File: src/rtl/mem_access_unit.sv
// rtl/mem_access_unit.sv - registered load/store unit with handshaked RAM port and bounded wait
// Optional: define MEM_MISALIGN_TRAP_EN to trap misaligned accesses instead of clearing offset bits.
module mem_access_unit #(
  parameter int ADDR_W  = 32,
  parameter int TIMEOUT = 16,
  parameter int CNT_W   = $clog2(TIMEOUT + 1)
) (
  input  logic              clk,
  input  logic              rst,
  input  logic              in_valid,
  output logic              in_ready,
  input  logic              in_wvalid,
  input  logic [4:0]        in_waddr,
  input  logic [31:0]       in_wdata,
  input  logic [ADDR_W-1:0] in_addr,
  input  logic [2:0]        in_alusel,
  input  logic [6:0]        in_aluop,
  input  logic [31:0]       in_r2,
  output logic              ram_valid,
  input  logic              ram_ready,
  output logic              ram_write,
  output logic [3:0]        ram_byte,
  output logic [ADDR_W-1:0] ram_addr,
  output logic [31:0]       ram_data_o,
  input  logic [31:0]       ram_data_i,
  input  logic              ram_ack,
  output logic              wb_valid,
  output logic              wvalid_o,
  output logic [4:0]        waddr_o,
  output logic [31:0]       wdata_o,
  output logic              bus_err,
  output logic              misalign_o
);
  localparam logic [2:0] SEL_LOAD  = 3'd1;
  localparam logic [2:0] SEL_STORE = 3'd2;
  localparam logic [6:0] OP_LB  = 7'd1, OP_LH  = 7'd2, OP_LW = 7'd3, OP_LBU = 7'd4,
                         OP_LHU = 7'd5, OP_SB  = 7'd6, OP_SH = 7'd7, OP_SW  = 7'd8;
  localparam logic [1:0] SZ_B = 2'd0, SZ_H = 2'd1, SZ_W = 2'd2;

  typedef enum logic [1:0] {IDLE, REQ, WAIT} state_t;
  state_t state;

  logic             ld_op, st_op, is_mem, trap;
  logic [1:0]       size, off;
  logic [3:0]       lanes;
  logic [31:0]      st_data;
  logic [CNT_W-1:0] cnt;
  logic [6:0]       lat_op;
  logic [1:0]       lat_off;
  logic             lat_wvalid;
  logic [4:0]       lat_waddr;
  logic [31:0]      lat_wdata;
  logic [31:0]      shifted, ld_data;

  always_comb begin
    ld_op = 1'b0;
    st_op = 1'b0;
    size  = SZ_W;
    case (in_aluop)
      OP_LB, OP_LBU: begin ld_op = 1'b1; size = SZ_B; end
      OP_LH, OP_LHU: begin ld_op = 1'b1; size = SZ_H; end
      OP_LW:         begin ld_op = 1'b1; size = SZ_W; end
      OP_SB:         begin st_op = 1'b1; size = SZ_B; end
      OP_SH:         begin st_op = 1'b1; size = SZ_H; end
      OP_SW:         begin st_op = 1'b1; size = SZ_W; end
      default: ;
    endcase
    is_mem = (in_alusel == SEL_LOAD && ld_op) || (in_alusel == SEL_STORE && st_op);
    // Offset is forced to natural alignment; only reached for aligned accesses when trapping.
    case (size)
      SZ_B:    off = in_addr[1:0];
      SZ_H:    off = {in_addr[1], 1'b0};
      default: off = 2'b00;
    endcase
    case (size)
      SZ_B:    lanes = 4'b0001 << off;
      SZ_H:    lanes = 4'b0011 << off;
      default: lanes = 4'b1111;
    endcase
    if (!st_op)
      st_data = 32'd0;
    else if (size == SZ_B)
      st_data = {4{in_r2[7:0]}};
    else if (size == SZ_H)
      st_data = {2{in_r2[15:0]}};
    else
      st_data = in_r2;
  end

`ifdef MEM_MISALIGN_TRAP_EN
  assign trap = is_mem && ((size == SZ_H && in_addr[0]) ||
                           (size == SZ_W && in_addr[1:0] != 2'b00));
`else
  assign trap = 1'b0;
`endif

  always_comb begin
    shifted = ram_data_i >> {lat_off, 3'b000};
    case (lat_op)
      OP_LB:   ld_data = {{24{shifted[7]}}, shifted[7:0]};
      OP_LH:   ld_data = {{16{shifted[15]}}, shifted[15:0]};
      OP_LBU:  ld_data = {24'd0, shifted[7:0]};
      OP_LHU:  ld_data = {16'd0, shifted[15:0]};
      default: ld_data = shifted;
    endcase
  end

  always_ff @(posedge clk) begin
    if (rst) begin
      state      <= IDLE;
      cnt        <= '0;
      in_ready   <= 1'b1;
      ram_valid  <= 1'b0;
      ram_write  <= 1'b0;
      ram_byte   <= 4'd0;
      ram_addr   <= '0;
      ram_data_o <= 32'd0;
      wb_valid   <= 1'b0;
      wvalid_o   <= 1'b0;
      waddr_o    <= 5'd0;
      wdata_o    <= 32'd0;
      bus_err    <= 1'b0;
      misalign_o <= 1'b0;
      lat_op     <= 7'd0;
      lat_off    <= 2'd0;
      lat_wvalid <= 1'b0;
      lat_waddr  <= 5'd0;
      lat_wdata  <= 32'd0;
    end else begin
      wb_valid   <= 1'b0;
      bus_err    <= 1'b0;
      misalign_o <= 1'b0;
      case (state)
        IDLE: begin
          if (in_valid && trap) begin
            wb_valid   <= 1'b1;
            misalign_o <= 1'b1;
            wvalid_o   <= 1'b0;
            waddr_o    <= in_waddr;
            wdata_o    <= 32'd0;
          end else if (in_valid && is_mem) begin
            state      <= REQ;
            in_ready   <= 1'b0;
            ram_valid  <= 1'b1;
            ram_write  <= st_op;
            ram_byte   <= lanes;
            ram_addr   <= {in_addr[ADDR_W-1:2], 2'b00};
            ram_data_o <= st_data;
            lat_op     <= in_aluop;
            lat_off    <= off;
            lat_wvalid <= in_wvalid;
            lat_waddr  <= in_waddr;
            lat_wdata  <= in_wdata;
          end else if (in_valid) begin
            wb_valid <= 1'b1;
            wvalid_o <= in_wvalid;
            waddr_o  <= in_waddr;
            wdata_o  <= in_wdata;
          end
        end
        REQ: begin
          if (ram_ready) begin
            ram_valid <= 1'b0;
            cnt       <= '0;
            state     <= WAIT;
          end
        end
        WAIT: begin
          cnt <= cnt + 1'b1;
          // An ack arriving on the final wait cycle still completes the access.
          if (ram_ack) begin
            state    <= IDLE;
            in_ready <= 1'b1;
            wb_valid <= 1'b1;
            wvalid_o <= lat_wvalid;
            waddr_o  <= lat_waddr;
            wdata_o  <= ram_write ? lat_wdata : ld_data;
          end else if (cnt == CNT_W'(TIMEOUT - 1)) begin
            state    <= IDLE;
            in_ready <= 1'b1;
            wb_valid <= 1'b1;
            bus_err  <= 1'b1;
            wvalid_o <= 1'b0;
            waddr_o  <= lat_waddr;
            wdata_o  <= 32'd0;
          end
        end
        default: state <= IDLE;
      endcase
    end
  end
endmodule
File: config.mk
export PLATFORM = sky130hd
export DESIGN_NAME = mem_access_unit
export DESIGN_NICKNAME = d
export VERILOG_FILES = /design/src/rtl/mem_access_unit.sv
export SDC_FILE = /design/constraint.sdc
export NUM_CORES = 1
export LEC_CHECK = 0
export CORE_ASPECT_RATIO = 1.1
export CORE_MARGIN = 2
export CORE_UTILIZATION = 45
export CTS_CLUSTER_DIAMETER = 120
export CTS_CLUSTER_SIZE = 24
export DETAILED_ROUTE_END_ITERATION = 8
export GPL_ROUTABILITY_DRIVEN = 0
export PLACE_DENSITY = 0.78
export SLEW_MARGIN = 20
export SYNTH_ARGS = -nofsm -noshare
export SYNTH_HDL_FRONTEND = slang
export SYNTH_SLANG_ARGS = --single-unit
File: constraint.sdc
create_clock -name clk -period 3.9 [get_ports clk]
set_input_delay 0.78 -clock clk [delete_from_list [all_inputs] [get_ports clk]]
set_output_delay 0.78 -clock clk [all_outputs]
set_load 0.05 [all_outputs]
==> results of run 1 <==
how the worst min path moves through the flow:
stage                                       end  slack [ns]
floorplan                lat_op[6]$_SDFFE_PP0P_        0.43
global placement     ram_data_o[9]$_SDFFE_PP0P_        0.44
detailed placement  ram_data_o[18]$_SDFFE_PP0P_        0.45
CTS                      lat_op[5]$_SDFFE_PP0P_        0.46
global route        ram_data_o[23]$_SDFFE_PP0P_        0.48
finish                   lat_op[5]$_SDFFE_PP0P_        0.46
cell families (layout without fill, tap and decap cells):
group                      after synthesis  count (layout)  synth area share, %
other                                    1               3               0.0457
adders and majority gates                2               2                0.305
DFF                                    163             163                 39.8
and+or+nand+nor                        280             280                 21.8
muxes                                   42              42                 6.47
AOI/OAI and AO/OA                      291             291                 25.5
buffers and inverters                  116             333                 5.98
xor gates and xnor gates                 1               1                0.107
power groups by stage:
stage	Combinational [mW]	Sequential [mW]	Clock (mW)
after global routing	0.628	1.71	1.86
after floorplan	0.204	1.85	0
after detailed placement	0.590	1.75	0
after CTS	0.592	1.71	1.78
after global placement	0.587	1.75	0
final	0.595	1.71	1.76
Yosys cell counts, types with 3 or more instances:
library cell,number
a22o_1,16
a211oi_1,41
nand2b_1,66
a22oi_1,8
mux2_2,8
o31ai_1,21
nand3b_1,3
o21ai_0,72
buf_4,6
or4_1,3
and2_1,4
inv_1,23
nor3_1,4
nor4_1,4
a21o_1,3
nor3b_1,3
mux4_2,8
a221oi_1,24
nand2_1,58
nor4b_1,3
mux2i_1,26
o41ai_1,3
and3_1,4
nor2_1,21
a21oi_1,34
buf_2,14
dfxtp_1,163
clkbuf_1,67
a311o_1,16
nand4b_1,71
o2bb2ai_1,16
nor2b_1,23
buf_1,4
a311oi_1,7
a2111oi_0,10
metal layers:
layer	global-route usage (%)	share of wire, %	routed length, um
met3	5.15	6.4	1660
met1	34.0	43	11300
met2	42.7	47	12300
met4	10.2	3.1	806
met5	0	0	0
final cells by class:
cell class / instances / area (sq um) / share of cell area (%)
clock buffers: 19 / 443 / 3.84
clock inverters: 13 / 170 / 1.48
inverters: 23 / 86.3 / 0.749
multi-input cells: 619 / 4500 / 39.0
flip-flops and latches: 163 / 3260 / 28.3
well taps: 238 / 298 / 2.58
repair buffers: 278 / 2770 / 24.0
flip-flops by register name, summed over array words and instances, names as in the netlist:
signal / cells
wvalid_o: 1
cnt: 5
wdata_o: 32
lat_wvalid: 1
ram_addr: 30
state: 2
lat_wdata: 32
lat_waddr: 5
bus_err: 1
in_ready: 1
ram_write: 1
lat_op: 7
ram_data_o: 32
ram_valid: 1
wb_valid: 1
waddr_o: 5
ram_byte: 4
lat_off: 2
through the flow:
stage,std cells,worst slack (ns),hold WS [ns],utilization [%],area [sq um]
2_1_floorplan,898,1.25,0.430,-,8210
3_3_place_gp,1321,0.483,0.444,61.3,10900
3_5_place_dp,1321,0.420,0.445,61.3,10900
4_1_cts,1353,0.866,0.465,64.7,11500
5_1_grt,1353,0.697,0.483,64.7,11500
6_report,1353,0.825,0.463,64.7,11500
layout by cell type, fill, tap and decap left out, types with 23 or more instances in the layout:
cell	synthesis	layout
nand2b_1	66	66
nor2b_1	23	23
nand2_1	58	58
inv_1	23	23
clkdlybuf4s50_1	0	256
nand4b_1	71	71
mux2i_1	26	26
a211oi_1	41	41
o21ai_0	72	72
a221oi_1	24	24
a21oi_1	34	34
dfxtp_1	163	163
worst max-delay path: cells and delay by family:
kind,cells,cell delay [ns]
compound gates,3,0.73
simple gates,2,1.02
buf+inv,2,0.86
==> results.json, run 1 <==
{
  "status": "finished, final reports clean",
  "vdd_ir_drop_max_uv": 316,
  "critPathKind": "in2reg",
  "grt_pass1_vias": 7650,
  "slew_viol_final": 0,
  "post-route-period-util_pct": 78.8,
  "wire_per_inst_um": 19.3,
  "clk_path_buf_depth": 2,
  "die_h_um": 146,
  "rr_worst_depth": 8,
  "reg2reg_from": "cnt[0]$_SDFFE_PP0P_",
  "grt_max_degree": 80,
  "vias": 8001,
  "fp.coreArea_sq_um": 17800,
  "arrival_ns": 3.44,
  "routed_via_density": 5.91,
  "track_usage_pct": 26.1,
  "worstHoldPathType": "reg2reg",
  "clk_latency_ns": 0.43,
  "p_per_area_nw_per_um2": 353,
  "synthArstFlopShare_pct": 0,
  "drtPass1Iterations": 5,
  "synth_edf_count": 0,
  "crit_chain": "clkdlybuf4s50_1, or4b_1, or3b_4, o41ai_2, buf_12, a21o_2, a311o_1",
  "timing.final.hold_violations": 0,
  "min_period_ns": 3.08,
  "n_antenna_cell": 0,
  "cts.clk_slew.worst_paths_ns": 0.06,
  "max_freq_ghz": 0.325,
  "crit_fanout": 55,
  "root_buffer": "clkbuf_16",
  "power_frac_seq_pct": 42.1,
  "cts_resized": 0,
  "switching_share_pct": 26.2,
  "drt_wl_total_mm": 26.0,
  "combPwrFrac_pct": 14.6,
  "max_stage_delay_ns": 0.59,
  "holdPathStages": 1,
  "nets": 1253,
  "drtAntennaViolNets": 0,
  "finalSetupTns_ns": 0,
  "cts-hold-fix-buffers": 0,
  "crit_start": "in_aluop[0]",
  "grt_overflow_total": 0,
  "skew_ns": 0.00992,
  "synth_cell_types": 65,
  "synth_seq_area_share_pct": 39.8,
  "power_frac_clock_pct": 43.3,
  "grt_pass1_wl_mm": 41.0,
  "maxCapViolCount": 0,
  "htreeDepth": 4,
  "rsz0062_at_grt": "false",
  "holdCritStartpoint": "lat_op[5]$_SDFFE_PP0P_",
  "drc_errors": 0,
  "cts_tree": "yes",
  "synthesis.instances": 896,
  "cp-start-kind": "input pin",
  "yosysTopAreaCellShare_pct": 39.8,
  "p_int_mw": 3.00,
  "fill_cells": 1448,
  "r2r_slack_ns": 1.15,
  "numCtsBuffers": 17,
  "ys_warn_count": 0,
  "max_slew_margin_pct": 28.2,
  "p_leak_nw": 4.07,
  "post_cts_buffers": 0,
  "setup_violations": 0,
  "die_w_um": 133,
  "synth.cell_area_sq_um": 8200,
  "p_total_mw": 4.07,
  "clkSinkCount": 163,
  "p_switching_mw": 1.06,
  "ios": 261,
  "endpoint_kind": "register",
  "worstReg2RegEnd": "waddr_o[0]$_SDFFE_PP0P_",
  "required_ns": 4.27,
  "rows": 51,
  "worst_pin_slew_ns": 1.07,
  "dp_hpwl_mm": 17.6,
  "antenna_found_initial": 0,
  "syn_avg_cell_area_sq_um": 9.15,
  "syn_to_final_growth_pct": 40.5,
  "synth_area_leaders": "dfxtp_1 40%, nand4b_1 7.6%, nand2b_1 5.0%",
  "synth.largest_area_cell": "dfxtp_1",
  "ys.flop_type": "dfxtp_1",
  "io_buffers": 257,
  "slowest_stage": "or4b_1",
  "cp-endpoint": "wdata_o[17]$_SDFFE_PP0P_",
  "drt-initial-drc-count": 587,
  "initial_utilization_pct": 46.1,
  "fp.dieArea_sq_um": 19300,
  "drive_gt1_share_pct": 7.71,
  "synth.ff_latch_count": 163
}
No activity file was read; power rests on OpenSTA's default activity.
==> run 2, diff against run 1 <==
--- a/config.mk
+++ b/config.mk
@@ -7,12 +7,12 @@
 export LEC_CHECK = 0
 export CORE_ASPECT_RATIO = 1.1
 export CORE_MARGIN = 2
-export CORE_UTILIZATION = 45
+export CORE_UTILIZATION = 42
 export CTS_CLUSTER_DIAMETER = 120
 export CTS_CLUSTER_SIZE = 24
 export DETAILED_ROUTE_END_ITERATION = 8
 export GPL_ROUTABILITY_DRIVEN = 0
-export PLACE_DENSITY = 0.78
+export PLACE_DENSITY = 0.77
 export SLEW_MARGIN = 20
 export SYNTH_ARGS = -nofsm -noshare
 export SYNTH_HDL_FRONTEND = slang
==> constraint.sdc (replaced) <==
create_clock -name clk -period 2.7 [get_ports clk]
set_input_delay 0.54 -clock clk [delete_from_list [all_inputs] [get_ports clk]]
set_output_delay 0.54 -clock clk [all_outputs]
set_load 0.05 [all_outputs]
==> run 2 against run 1 <==
Setup slack worse by 0.75 ns; first-iteration DRC count fell by 14%; via count up 1.0%; hold slack lost 0.075 ns; power is 45% higher.
==> results.json, run 2 (synthesis gave the netlist of run 1 again) <==
{
  "status": "finished, final reports clean",
  "critPathKind": "in2reg",
  "rows": 53,
  "rsz0062_at_grt": "false",
  "grt_pass1_vias": 7792,
  "maxCapViolCount": 0,
  "drtAntennaViolNets": 0,
  "setup_violations": 0,
  "n_antenna_cell": 0,
  "ios": 261,
  "required_ns": 2.99,
  "hold_slack_ns": 0.389,
  "drive_gt1_share_pct": 10.2,
  "io_buffers": 257,
  "p_per_area_nw_per_um2": 496,
  "timing.final.hold_violations": 0,
  "skew_ns": 0.0110,
  "drt_wl_total_mm": 26.6,
  "cts-hold-fix-buffers": 0,
  "drc_errors": 0,
  "drtPass1Iterations": 5,
  "max_stage_delay_ns": 0.57,
  "final_area_sq_um": 11900,
  "fill_cells": 1652,
  "clk_latency_ns": 0.43,
  "die_h_um": 151,
  "p_total_mw": 5.90,
  "arrival_ns": 2.91,
  "worstHoldPathType": "in2reg",
  "die_w_um": 137,
  "slowest_stage": "or4b_1",
  "preCtsSetupSlack_ns": -0.353,
  "dr_wl_met2_mm": 12.9,
  "clkSinkCount": 163,
  "cp-start-kind": "input pin",
  "clk_path_buf_depth": 2,
  "numCtsBuffers": 17,
  "drt-initial-drc-count": 502,
  "p_leak_nw": 4.26,
  "worst_pin_slew_ns": 1.04,
  "grt_overflow_total": 0,
  "grt_max_degree": 116,
  "nets": 1284,
  "min_period_ns": 2.62,
  "antenna_found_initial": 0,
  "finalSetupTns_ns": 0,
  "max_freq_ghz": 0.381,
  "layout_setup_ws_ns": 0.0777,
  "largestRegisters": "lat_wdata (32), ram_data_o (32), wdata_o (32)",
  "endpoint_kind": "register",
  "final_cells": 1393,
  "cts.clk_slew.worst_paths_ns": 0.07,
  "root_buffer": "clkbuf_16",
  "fp.coreArea_sq_um": 19100,
  "syn_to_final_growth_pct": 45.0,
  "layout_commonest_cell": "clkdlybuf4s50_1",
  "htreeDepth": 4,
  "seqCellArea_sq_um": 3260,
  "post-route-period-util_pct": 97.1,
  "initial_utilization_pct": 42.9,
  "crit_fanout": 22,
  "place_inst": 1361,
  "track_usage_pct": 25.3,
  "dp_hpwl_mm": 18.9,
  "dr.max_layer_used": "met4",
  "fp.dieArea_sq_um": 20700,
  "post-route-util_pct": 62.3,
  "final_cell_mix": "255 x clkdlybuf4s50_1, 163 x dfxtp_1, 72 x o21ai_0",
  "place_area_sq_um": 11300,
  "max_slew_margin_pct": 30.1,
  "wire_per_inst_um": 19.1,
  "dr_wl_met3_mm": 1.98,
  "drt-met1-wl_mm": 11.0,
  "vdd_ir_drop_max_uv": 430,
  "vias": 8085,
  "crit_chain": "clkdlybuf4s50_1, or4b_1, or3b_4, o41ai_2, buf_12, nand2_2, o41ai_1",
  "routed_via_density": 5.80,
  "cts_tree": "yes",
  "grt_pass1_wl_mm": 41.3,
  "slew_viol_final": 0,
  "multi_input_area_sq_um": 4500
}
## run 2: critical path, delay by kind of cell
family	cells	cell delay, ns
simple gates	3	1.12
buf+inv	2	0.66
compound gates	2	0.58
## run 2: metal layers
layer  up-vias  GRT usage, %
met1      3863          32.1
li1       3864             -
met4         0          9.28
met3        39          5.59
met2       319          41.9
met5         -             0
## run 2: final cells by class
type | instances | share of cell area (%)
repair buffers | 309 | 26.2
clock inverters | 10 | 1.22
clock buffers | 22 | 3.90
flip-flops and latches | 163 | 27.4
well taps | 247 | 2.60
multi-input cells | 619 | 37.9
inverters | 23 | 0.726
## run 2: final timing paths
kind,startpoint,end,slack (ns),cells past startpoint
worst max-delay path,in_aluop[0],lat_off[1]$_SDFFE_PP0P_,0.08,7
worst max register to register,cnt[0]$_SDFFE_PP0P_,wdata_o[9]$_SDFFE_PP0P_,0.26,10
worst min-delay path,rst,lat_wdata[16]$_SDFFE_PP0P_,0.39,2
worst min register to register,lat_op[4]$_SDFFE_PP0P_,lat_op[4]$_SDFFE_PP0P_,0.46,1
## run 2: report_power, final
part           leakage [nW]  switching, mW  internal (mW)
Sequential             1.32         0.0258           2.45
Combinational          2.64          0.471          0.422
Clock                 0.297           1.02           1.52
## run 2: what timing repair did
action                     4_1_cts  5_1_grt
buffers inserted                 0        0
gates resized for setup          0        1
setup endpoints to repair        0       14
